**src/rtl/dtcm_arbiter_pkg.sv**
```systemverilog
// rtl/dtcm_arbiter_pkg.sv - shared state encodings and port ids for the DTCM arbiter
package dtcm_arbiter_pkg;

  typedef enum logic [1:0] {
    ARB_IDLE = 2'd0,
    ARB_RSP  = 2'd1,
    ARB_HOLD = 2'd2
  } arb_state_e;

  localparam logic P_LSU = 1'b0;
  localparam logic P_EXT = 1'b1;

endpackage

```
**src/rtl/dtcm_arbiter_rr_arb2.sv**
```systemverilog
// rtl/dtcm_arbiter_rr_arb2.sv - two-way round-robin grant with last-winner register
module dtcm_arbiter_rr_arb2
  import dtcm_arbiter_pkg::*;
(
  input  logic       clk,
  input  logic       rst,
  input  logic [1:0] req,
  input  logic       update,
  output logic [1:0] grant
);

  logic rr_last;

  // On a tie the port that did not win last time goes first.
  always_comb begin
    grant = 2'b00;
    case (req)
      2'b01:   grant = 2'b01;
      2'b10:   grant = 2'b10;
      2'b11:   grant = (rr_last == P_EXT) ? 2'b01 : 2'b10;
      default: grant = 2'b00;
    endcase
  end

  always_ff @(posedge clk) begin
    if (rst) begin
      rr_last <= P_EXT;
    end else if (update) begin
      rr_last <= grant[1];
    end
  end

endmodule

```
**src/rtl/dtcm_arbiter.sv**
```systemverilog
// rtl/dtcm_arbiter.sv - two-port round-robin arbiter and sequencer for the single-port DTCM RAM
module dtcm_arbiter
  import dtcm_arbiter_pkg::*;
#(
  parameter int AW = 14,
  parameter int DW = 32,
  parameter int MW = 4
) (
  input  logic          clk,
  input  logic          rst,
  input  logic          p0_cmd_valid,
  output logic          p0_cmd_ready,
  input  logic          p0_cmd_read,
  input  logic [AW-1:0] p0_cmd_addr,
  input  logic [DW-1:0] p0_cmd_wdata,
  input  logic [MW-1:0] p0_cmd_wmask,
  output logic          p0_rsp_valid,
  input  logic          p0_rsp_ready,
  output logic [DW-1:0] p0_rsp_rdata,
  input  logic          p1_cmd_valid,
  output logic          p1_cmd_ready,
  input  logic          p1_cmd_read,
  input  logic [AW-1:0] p1_cmd_addr,
  input  logic [DW-1:0] p1_cmd_wdata,
  input  logic [MW-1:0] p1_cmd_wmask,
  output logic          p1_rsp_valid,
  input  logic          p1_rsp_ready,
  output logic [DW-1:0] p1_rsp_rdata,
  output logic          ram_we,
  output logic [AW-1:0] ram_addr,
  output logic [DW-1:0] ram_din,
  output logic [MW-1:0] ram_wem,
  input  logic [DW-1:0] ram_dout
);

  arb_state_e    state;
  logic          owner;
  logic          is_read;
  logic [DW-1:0] rdata_q;
  logic [AW-1:0] addr_q;
  logic [DW-1:0] din_q;
  logic [MW-1:0] wem_q;

  logic [1:0]    req;
  logic [1:0]    grant;
  logic          busy;
  logic          owner_rsp_ready;
  logic          rsp_hs;
  logic          can_issue;
  logic          cmd_hs;
  logic          sel;
  logic          sel_read;
  logic [AW-1:0] sel_addr;
  logic [DW-1:0] sel_wdata;
  logic [MW-1:0] sel_wmask;
  logic [DW-1:0] rsp_data;

  assign req = {p1_cmd_valid, p0_cmd_valid};

  dtcm_arbiter_rr_arb2 u_rr (
    .clk    (clk),
    .rst    (rst),
    .req    (req),
    .update (cmd_hs),
    .grant  (grant)
  );

  assign busy            = (state != ARB_IDLE);
  assign owner_rsp_ready = (owner == P_EXT) ? p1_rsp_ready : p0_rsp_ready;
  assign rsp_hs          = busy & owner_rsp_ready;
  // Holding off issue during reset keeps the RAM free of writes while rst is high.
  assign can_issue       = ~rst & (~busy | rsp_hs);
  assign cmd_hs          = can_issue & (|req);

  assign p0_cmd_ready = can_issue & grant[0];
  assign p1_cmd_ready = can_issue & grant[1];

  assign sel       = grant[1];
  assign sel_read  = sel ? p1_cmd_read  : p0_cmd_read;
  assign sel_addr  = sel ? p1_cmd_addr  : p0_cmd_addr;
  assign sel_wdata = sel ? p1_cmd_wdata : p0_cmd_wdata;
  assign sel_wmask = sel ? p1_cmd_wmask : p0_cmd_wmask;

  assign ram_we   = cmd_hs & ~sel_read;
  assign ram_addr = cmd_hs ? sel_addr  : addr_q;
  assign ram_din  = cmd_hs ? sel_wdata : din_q;
  assign ram_wem  = cmd_hs ? sel_wmask : wem_q;

  // First response cycle bypasses the RAM output; later cycles replay the captured word.
  assign rsp_data = ~is_read            ? '0       :
                    (state == ARB_RSP)  ? ram_dout : rdata_q;

  assign p0_rsp_valid = busy & (owner == P_LSU);
  assign p1_rsp_valid = busy & (owner == P_EXT);
  assign p0_rsp_rdata = p0_rsp_valid ? rsp_data : '0;
  assign p1_rsp_rdata = p1_rsp_valid ? rsp_data : '0;

  always_ff @(posedge clk) begin
    if (rst) begin
      state   <= ARB_IDLE;
      owner   <= P_LSU;
      is_read <= 1'b0;
      rdata_q <= '0;
      addr_q  <= '0;
      din_q   <= '0;
      wem_q   <= '0;
    end else begin
      if (state == ARB_RSP) begin
        rdata_q <= ram_dout;
      end
      if (cmd_hs) begin
        owner   <= sel;
        is_read <= sel_read;
        addr_q  <= sel_addr;
        din_q   <= sel_wdata;
        wem_q   <= sel_wmask;
      end
      if (cmd_hs) begin
        state <= ARB_RSP;
      end else if (!busy || rsp_hs) begin
        state <= ARB_IDLE;
      end else begin
        state <= ARB_HOLD;
      end
    end
  end

endmodule

```
**config.mk**
```make
export PLATFORM = sky130hd
export DESIGN_NAME = dtcm_arbiter
export DESIGN_NICKNAME = d
export VERILOG_FILES = /design/src/rtl/dtcm_arbiter_pkg.sv /design/src/rtl/dtcm_arbiter_rr_arb2.sv /design/src/rtl/dtcm_arbiter.sv
export SDC_FILE = /design/constraint.sdc
export NUM_CORES = 1
export LEC_CHECK = 0
export CORE_MARGIN = 4
export CORE_UTILIZATION = 42
export CTS_BUF_LIST = sky130_fd_sc_hd__clkbuf_4
export CTS_CLUSTER_DIAMETER = 60
export DETAILED_ROUTE_END_ITERATION = 6
export PLACE_DENSITY = 0.87
export SLEW_MARGIN = 0
export SYNTH_ARGS = -nofsm -noshare
export SYNTH_HDL_FRONTEND = slang
export SYNTH_SLANG_ARGS = --single-unit
```
**constraint.sdc**
```tcl
create_clock -name clk -period 2.8 [get_ports clk]
set_input_delay 0.7 -clock clk [delete_from_list [all_inputs] [get_ports clk]]
set_output_delay 0.7 -clock clk [all_outputs]
set_load 0.01 [all_outputs]
```
==> results of run 1 <==
==> logic make-up after synthesis <==
logic type,synth area share
compound gates,0.09453
buf+inv,0.05180
flops,0.3323
mux,0.2819
simple gates,0.2394
==> power groups by stage <==
stage               sequential (mW)  combinational, mW  clock, mW
global placement               1.43               1.24          0
CTS                            1.42               1.47      0.812
detailed placement             1.43               1.28          0
finish                         1.44               1.76      0.807
global route                   1.44               1.83      0.871
floorplan                      1.41              0.631          0
==> metal layers <==
layer  part of all wire  global-route usage
met5                  0                   0
met4              0.040              0.1339
met3              0.077             0.05090
met2               0.51              0.5127
met1               0.37              0.3161
==> worst register-to-register path: stages, from the launching register on <==
cell,delay (ps)
dfxtp_4,410
mux2i_4,280
a211o_1,240
clkinv_4,100
buf_12,140
buf_12,140
buf_16,130
buf_4,160
buf_4,180
a211o_1,260
==> layout make-up <==
class	count	area (µm²)	area share
Clock buffer	9	67.56	0.006945
Clock inverter	7	87.58	0.009003
Inverter	3	16.27	0.001672
Multi-Input combinational cell	456	3822	0.3929
Sequential cell	87	1749	0.1798
Tap cell	168	210.2	0.02161
Timing Repair Buffer	362	3775	0.3880
==> what timing repair did <==
action | CTS | global route
resized for setup | 352 | 140
cloned | 9 | 2
pin swaps | 2 | 1
endpoints found under the setup margin | 116 | 95
setup buffers | 14 | 16
hold endpoints to repair | 0 | 0
==> synth_stat cells, drive strengths merged, types with 3 or more instances <==
master,count,area share
nand3,3,0.0029
dfxtp,87,0.33
buf,21,0.024
mux2i,34,0.065
nor2,104,0.074
nor3,100,0.095
clkbuf,36,0.026
nand2,3,0.0021
nand2b,51,0.061
inv,3,0.0021
mux2,101,0.22
a211o,51,0.085
==> stage by stage <==
stage / hold slack, ps / setup slack (ps) / instance area (µm²) / cells / util
global route: 572.5 / -260.7 / 9728 / 1092 / 0.8032
global placement: 497.8 / -716.8 / 8333 / 1036 / 0.6880
detailed placement: 518.8 / -778.0 / 8333 / 1036 / 0.6880
floorplan: 480.3 / 31.34 / 5241 / 603 / -
CTS: 543.7 / -178.0 / 9011 / 1075 / 0.7440
finish: 555.3 / -226.1 / 9728 / 1092 / 0.8032
==> path summary, 6_finish.rpt <==
kind                  end  depth (start not counted)         start
min reg2reg  u_rr.rr_last                          1  u_rr.rr_last
min          u_rr.rr_last                          1  u_rr.rr_last
max reg2reg      din_q[8]                          9         owner
max           ram_din[27]                          9  p0_rsp_ready
==> sequential cells by signal, summed over array words and instances, names as in the netlist <==
signal and count:
din_q 32, rdata_q 32, addr_q 14, wem_q 4
state 2, is_read 1, owner 1, u_rr.rr_last 1
==> impl_metrics.json, run 1 <==
{
  "fillers": 650,
  "postCtsHoldBufs": 0,
  "final_common_cell": "clkdlybuf4s50_1",
  "floorplan.initialDensity": 0.4327,
  "p_int_mw": 2.682,
  "worst_pin_slew_ps": 822.7,
  "critPathMaxFanout": 5,
  "diodes": 0,
  "placementRows": 40,
  "syn_nets": 743,
  "min_period_ps": 3026,
  "setup_viol": 50,
  "fp.dieH_um": 119.7,
  "clock.fmax_ghz": 0.3305,
  "die_x_um": 119.7,
  "outcome": "finished, violations left",
  "antenna_found_initial": 0,
  "path_clk_slew_ps": 160,
  "drtIter0Drc": 484,
  "start_kind": "primary input",
  "p_clk_frac": 0.202,
  "violations": "setup timing",
  "leakage_nw": 4.635,
  "final_layout_size_suffix_gt1_frac": 0.3517,
  "ant_nets": 0,
  "root_buffer": "clkbuf_4",
  "nets": 1059,
  "grt_max_degree": 86,
  "seq_power_share": 0.359,
  "grt_pass1_vias": 6186,
  "die_area_um2": 14330,
  "synth_edf_count": 0,
  "drc": 0,
  "area_growth_pct": 85.61,
  "slowest_stage": "mux2_4",
  "p_sw_mw": 1.319,
  "hold_viol": 0,
  "cp_top_family": "buffers and inverters",
  "rsz0062_at_grt": "true",
  "worst_slack_ps": -226.1,
  "p_total_mw": 4.001,
  "synth_ff_type": "dfxtp_1",
  "hold_path.class": "reg -> reg",
  "grt_usage": 0.2816,
  "synthArstFlopShare": 0,
  "worstPathRequired_ps": 2100,
  "cp_cell_sequence": "clkdlybuf4s15_1 -> mux2i_4 -> a211o_1 -> clkinv_4 -> buf_12 -> buf_12 -> buf_16 -> mux2_4 -> buf_6",
  "syn_avg_cell_area_um2": 8.692,
  "cp_data_arrival_time_ps": 2330,
  "rrSetupSlack_ps": 660,
  "ys_warn_count": 0,
  "peakVddDrop_uv": 253.1,
  "wl_um": 24330,
  "seq_area_frac_synth": 0.3323,
  "place_hpwl_um": 13850,
  "grt.overflow.total": 0,
  "critPathBufInv": 6,
  "htreeDepth": 3,
  "io_buffers": 258,
  "tns_ps": -7622,
  "cpMostUsedCell": "buf_12",
  "fin_skew_ps": 10.31,
  "viasPerCell": 5.719,
  "relSlewSlack": 0.4515,
  "clock-sinks": 87,
  "switching_share": 0.3297,
  "pin_count": 259,
  "ys_seq_elements": 87,
  "synthesis.instances": 603,
  "netlist_area_um2": 5241,
  "slowest_delay_ps": 310,
  "final_cell_mix": "clkdlybuf4s50_1, nor2_1, nor3_1",
  "clock_path_buffers": 2,
  "drv_slew": 0,
  "crit_path_end_kind": "output port",
  "first_pass_iters": 5,
  "core-area_um2": 12110,
  "ys_types": 26,
  "comb_power_share": 0.439,
  "dr_total_vias": 6245,
  "cap_violations": 0,
  "tritoncts": "built",
  "cts_buffers": 9,
  "worstSetupPathType": "in -> out",
  "gp_congestion": 0.7969,
  "routedWlPerCell_um": 22.28,
  "clock_latency_ps": 430,
  "grt_pass1_wl_um": 32590,
  "p_per_area_nw_per_um2": 411.2,
  "min_period_over_period": 1.081
}
Note: power is estimated with default switching activity, not from simulation.
==> inputs of run 2 (changes only) <==
- CORE_UTILIZATION: 42 -> 37
- PLACE_DENSITY: 0.87 -> 0.83
- REMOVE_ABC_BUFFERS: default -> 1
- SYNTH_HIERARCHICAL: default -> 1
- clock period: 2.8 -> 2.53 ns (I/O delays scaled with it)
==> impl_metrics.json, run 2 <==
{
  "dp.cells": 1019,
  "drv_slew": 0,
  "first_pass_iters": 5,
  "post-route-util": 0.7642,
  "ys_seq_elements": 87,
  "synthesis.instances": 557,
  "relSlewSlack": 0.3633,
  "slowest_delay_ps": 370,
  "netlist.area_leader.share": 0.3490,
  "root_buffer": "clkbuf_4",
  "critPathMaxFanout": 9,
  "fin_cells": 1122,
  "leakage_nw": 4.150,
  "cp_data_arrival_time_ps": 2150,
  "worstPathRequired_ps": 1900,
  "htreeDepth": 3,
  "final_cell_mix": "clkdlybuf4s50_1, buf_4, dfxtp_1",
  "synth.top_cells.by_count": "nor2_1, dfxtp_1, inv_1",
  "min_period_ps": 2784,
  "peakVddDrop_uv": 361.2,
  "die_area_um2": 15410,
  "clock_latency_ps": 460,
  "top_regs": "din_q x32, rdata_q x32, addr_q x14",
  "core-area_um2": 13240,
  "cp_cell_sequence": "or2_4 -> a211oi_4 -> buf_4 -> buf_16 -> buf_4 -> a2bb2oi_2 -> buf_4",
  "area_growth_pct": 102.8,
  "wl_um": 23570,
  "cts_buffers": 9,
  "outcome": "finished, violations left",
  "grt_usage": 0.2609,
  "slowest_stage": "dfxtp_2",
  "synth_most_common_cell": "nor2_1",
  "start_kind": "register",
  "fin_skew_ps": 31.97,
  "timing.rr.start": "state[0]",
  "ys_warn_count": 6,
  "worstSetupPathType": "reg -> out",
  "cap_violations": 0,
  "tns_ps": -10560,
  "p_total_mw": 4.633,
  "pin_count": 259,
  "gp_congestion": 0.7826,
  "fillers": 855,
  "syn_avg_cell_area_um2": 8.961,
  "grt.overflow.total": 0,
  "grt_pass1_vias": 5789,
  "dpl-instance-area_um2": 8364,
  "postCtsHoldBufs": 0,
  "place_hpwl_um": 12780,
  "setup_viol": 88,
  "hold_viol": 0,
  "ant_nets": 0,
  "crit_path_end_kind": "output port",
  "placementRows": 42,
  "viasPerCell": 5.387,
  "dp_slack_ps": -953.4,
  "synth_ff_type": "dfxtp_1",
  "diodes": 0,
  "yosys.area.top_type": "dfxtp_1",
  "drtIter0Drc": 270,
  "die_x_um": 124.1,
  "worst_slack_ps": -253.5,
  "netlist_area_um2": 4991,
  "routedWlPerCell_um": 21.00,
  "clock_path_buffers": 2,
  "io_buffers": 258,
  "path_clk_slew_ps": 150,
  "clock.fmax_ghz": 0.3593,
  "synthArstFlopShare": 0,
  "seq_area_frac_synth": 0.3490,
  "antenna_found_initial": 0,
  "nets": 1081,
  "final_layout_size_suffix_gt1_frac": 0.5074,
  "fp.dieH_um": 124.1,
  "ys_types": 31,
  "violations": "setup timing",
  "cpMostUsedCell": "buf_4",
  "grt_pass1_wl_um": 31200,
  "holdWs_ps": 492.3,
  "hold_path_startpoint": "wem_q[0]",
  "tritoncts": "built",
  "final_common_cell": "clkdlybuf4s50_1",
  "synth_area_leaders": "dfxtp_1, a2bb2oi_2, a221oi_1",
  "floorplan.initialDensity": 0.3769,
  "worst_pin_slew_ps": 955.0,
  "rsz0062_at_grt": "true",
  "drc": 0,
  "hold_path.class": "reg -> reg",
  "min_period_over_period": 1.100,
  "clock-sinks": 87,
  "fin_area_um2": 10120,
  "grt_max_degree": 88,
  "cp-startpoint": "state[0]",
  "synth_edf_count": 0,
  "p_per_area_nw_per_um2": 457.8,
  "dr_total_vias": 6044
}
-- run 2: cell count changes after synthesis, sizes merged, moves of 51 or more --
cell / before / now
a211oi: 0 / 52
mux2: 101 / 1
inv: 3 / 54
a221oi: 0 / 51
nor3: 100 / 0
-- run 2: critical path: cells and delay by family, from the launching register on --
family          cells  cell delay, ps
buf+inv             4             630
simple gates        1             280
compound gates      2             410
flops               1             370
-- run 2: final cells by class --
type                       instances  area (µm²)  area share
clock buffer                       9       67.56    0.006677
tap                              176       220.2     0.02176
timing repair buffer             433        4178      0.4128
inverter                          54       202.7     0.02003
clock inverter                     7       87.58    0.008655
sequential                        87        1750      0.1730
multi-input combinational        356        3613      0.3571
-- run 2: path summary, 6_finish.rpt --
| check | to | slack, ps | cells past startpoint |
|---|---|---|---|
| min | wem_q[0] | 490 | 2 |
| max | ram_din[1] | -250 | 7 |
| max reg2reg | addr_q[12] | 710 | 6 |
| min reg2reg | wem_q[0] | 490 | 2 |
-- run 2: timing repair --
| action | in CTS | in global routing |
|---|---|---|
| endpoints found under the setup margin | 118 | 116 |
| resized for setup | 624 | 146 |
| gates cloned | 12 | 1 |
| pin swaps | 14 | 36 |
| setup buffers | 52 | 35 |
-- run 2: cells by family (layout without fill, tap and decap cells) --
group | count (synthesis) | in the layout | synth area share
mux | 34 | 34 | 0.06919
buf+inv | 114 | 503 | 0.09977
flops | 87 | 87 | 0.3490
compound gates | 160 | 160 | 0.3302
simple gates | 162 | 162 | 0.1519
-- run 2: per-layer routing --
layer / share of wire / global-route usage / vias to the layer above
li1: - / - / 2769
met1: 0.38 / 0.3255 / 2938
met2: 0.52 / 0.4476 / 274
met3: 0.061 / 0.05313 / 63
met4: 0.035 / 0.08966 / 0
met5: 0 / 0 / -
-- run 2: report_power, final --
group / total [mW] / internal (mW) / switching (mW)
Clock: 0.910 / 0.395 / 0.515
Sequential: 1.60 / 1.50 / 0.0997
Combinational: 2.12 / 1.19 / 0.928
Total: 4.63 / 3.09 / 1.54
==> inputs of run 3 (changes only) <==
- PLACE_DENSITY: 0.83 -> default
- PLACE_DENSITY_LB_ADDON: default -> 0.05
==> impl_metrics.json, run 3 (synthesis results as in run 2) <==
{
  "grt_pass1_wl_um": 30350,
  "root_buffer": "clkbuf_4",
  "cp_cell_sequence": "buf_2 -> a21boi_4 -> buf_8 -> buf_8 -> buf_4 -> nor2b_1 -> a211oi_2 -> buf_4 -> a2bb2oi_2 -> buf_2",
  "routedWlPerCell_um": 18.10,
  "tns_ps": -2943,
  "cts_buffers": 9,
  "nets": 1086,
  "clock_latency_ps": 430,
  "worst_slack_ps": -134.3,
  "hold_viol": 0,
  "comb_power_share": 0.454,
  "pin_count": 259,
  "path_clk_slew_ps": 130,
  "worst_pin_slew_ps": 739.1,
  "floorplan.initialDensity": 0.3769,
  "clock-sinks": 87,
  "p_int_mw": 3.073,
  "grt_usage": 0.2495,
  "critPathMaxFanout": 5,
  "final_cell_mix": "clkdlybuf4s50_1, buf_4, nor2_1",
  "worstPathRequired_ps": 1900,
  "dr_total_vias": 5723,
  "final_common_cell": "clkdlybuf4s50_1",
  "die_x_um": 124.1,
  "io_buffers": 258,
  "die_area_um2": 15410,
  "cap_violations": 0,
  "violations": "setup timing",
  "viasPerCell": 5.078,
  "hold_path.class": "reg -> reg",
  "p_clk_frac": 0.191,
  "switching_share": 0.3164,
  "placementRows": 42,
  "grt_max_degree": 70,
  "place_hpwl_um": 12410,
  "drtIter0Drc": 278,
  "peakVddDrop_uv": 271.3,
  "top_regs": "din_q x32, rdata_q x32, addr_q x14",
  "ant_nets": 0,
  "postCtsHoldBufs": 0,
  "fin_skew_ps": 17.69,
  "rsz0062_at_grt": "true",
  "holdWs_ps": 488.8,
  "p_sw_mw": 1.422,
  "clock_path_buffers": 2,
  "post-route-util": 0.7450,
  "first_pass_iters": 4,
  "drv_slew": 0,
  "seq_power_share": 0.355,
  "slowest_delay_ps": 220,
  "wl_um": 20400,
  "min_period_over_period": 1.053,
  "slowest_stage": "nor2b_1",
  "setup_viol": 45,
  "worstSetupPathType": "in -> out",
  "min_period_ps": 2664,
  "start_kind": "primary input",
  "leakage_nw": 4.164,
  "relSlewSlack": 0.5073,
  "crit_path_end_kind": "output port",
  "dp_slack_ps": -944.3,
  "htreeDepth": 3,
  "fp.dieH_um": 124.1,
  "area_growth_pct": 97.67,
  "antenna_found_initial": 1,
  "gp_congestion": 0.7761,
  "drc": 0,
  "clock.fmax_ghz": 0.3753,
  "cp_data_arrival_time_ps": 2030,
  "core-area_um2": 13240,
  "grt.overflow.total": 0,
  "p_per_area_nw_per_um2": 455.6,
  "outcome": "finished, violations left",
  "final_layout_size_suffix_gt1_frac": 0.4863,
  "tritoncts": "built",
  "grt_pass1_vias": 5997
}
==> run 3: cell count changes in the layout (fill, tap and decap cells not counted), sizes merged <==
| cell | delta |
|---|---|
| dlygate4sd2 | -1 |
| clkdlybuf4s15 | +8 |
| buf | -7 |
| clkinv | -1 |
| clkdlybuf4s50 | +1 |
| diode | +1 |
| clkbuf | +3 |
| bufbuf | +1 |
==> run 3: worst paths after layout <==
path | start | end | slack (ps) | depth (start not counted)
min | addr_q[13] | addr_q[13] | 490 | 2
min reg2reg | addr_q[13] | addr_q[13] | 490 | 2
max | p1_cmd_valid | ram_addr[6] | -130 | 10
max reg2reg | u_rr/rr_last | din_q[1] | 570 | 10
==> run 3: power groups by stage <==
stage	clock network (mW)	registers, mW	logic (mW)
CTS	0.871	1.59	1.97
finish	0.861	1.59	2.04
global placement	0	1.60	1.60
detailed placement	0	1.60	1.62
global route	0.934	1.61	2.17
floorplan	0	1.59	0.759
==> run 3: worst max-delay path: cells and delay by family <==
kind	cells	cell delay, ps
AOI/OAI and AO/OA	3	340
buffers and inverters	6	850
and+or+nand+nor	1	220
==> run 3: layer usage <==
metal  GRT usage  vias to the layer above  share of wire
met1      0.2766                     2737           0.38
li1            -                     2766              -
met5           0                        -              0
met2      0.4628                      202           0.53
met4     0.05270                        0          0.013
met3     0.08220                       18          0.082
==> run 3: metrics by stage <==
stage / power (mW) / cell area [µm²] / std cells
6_report: 4.495 / 9866 / 1127
5_1_grt: 4.718 / 9866 / 1127
4_1_cts: 4.430 / 9673 / 1105
3_5_place_dp: 3.219 / 8329 / 1023
3_3_place_gp: 3.193 / 8329 / 1023
2_1_floorplan: 2.347 / 4696 / 497
==> run 3: layout make-up <==
class	instances	area, µm²
repair buffers	438	4038
clock buffers	9	67.56
diodes	1	2.502
clock inverters	6	76.32
well taps	176	220.2
flip-flops and latches	87	1747
inverters	54	202.7
multi-input cells	356	3512
fillers	1002	3377
==> run 3: what timing repair did <==
item | CTS | global route
gates cloned | 12 | 2
resized for setup | 617 | 70
pin swaps | 27 | 31
buffers inserted | 55 | 27
endpoints found under the setup margin | 118 | 98
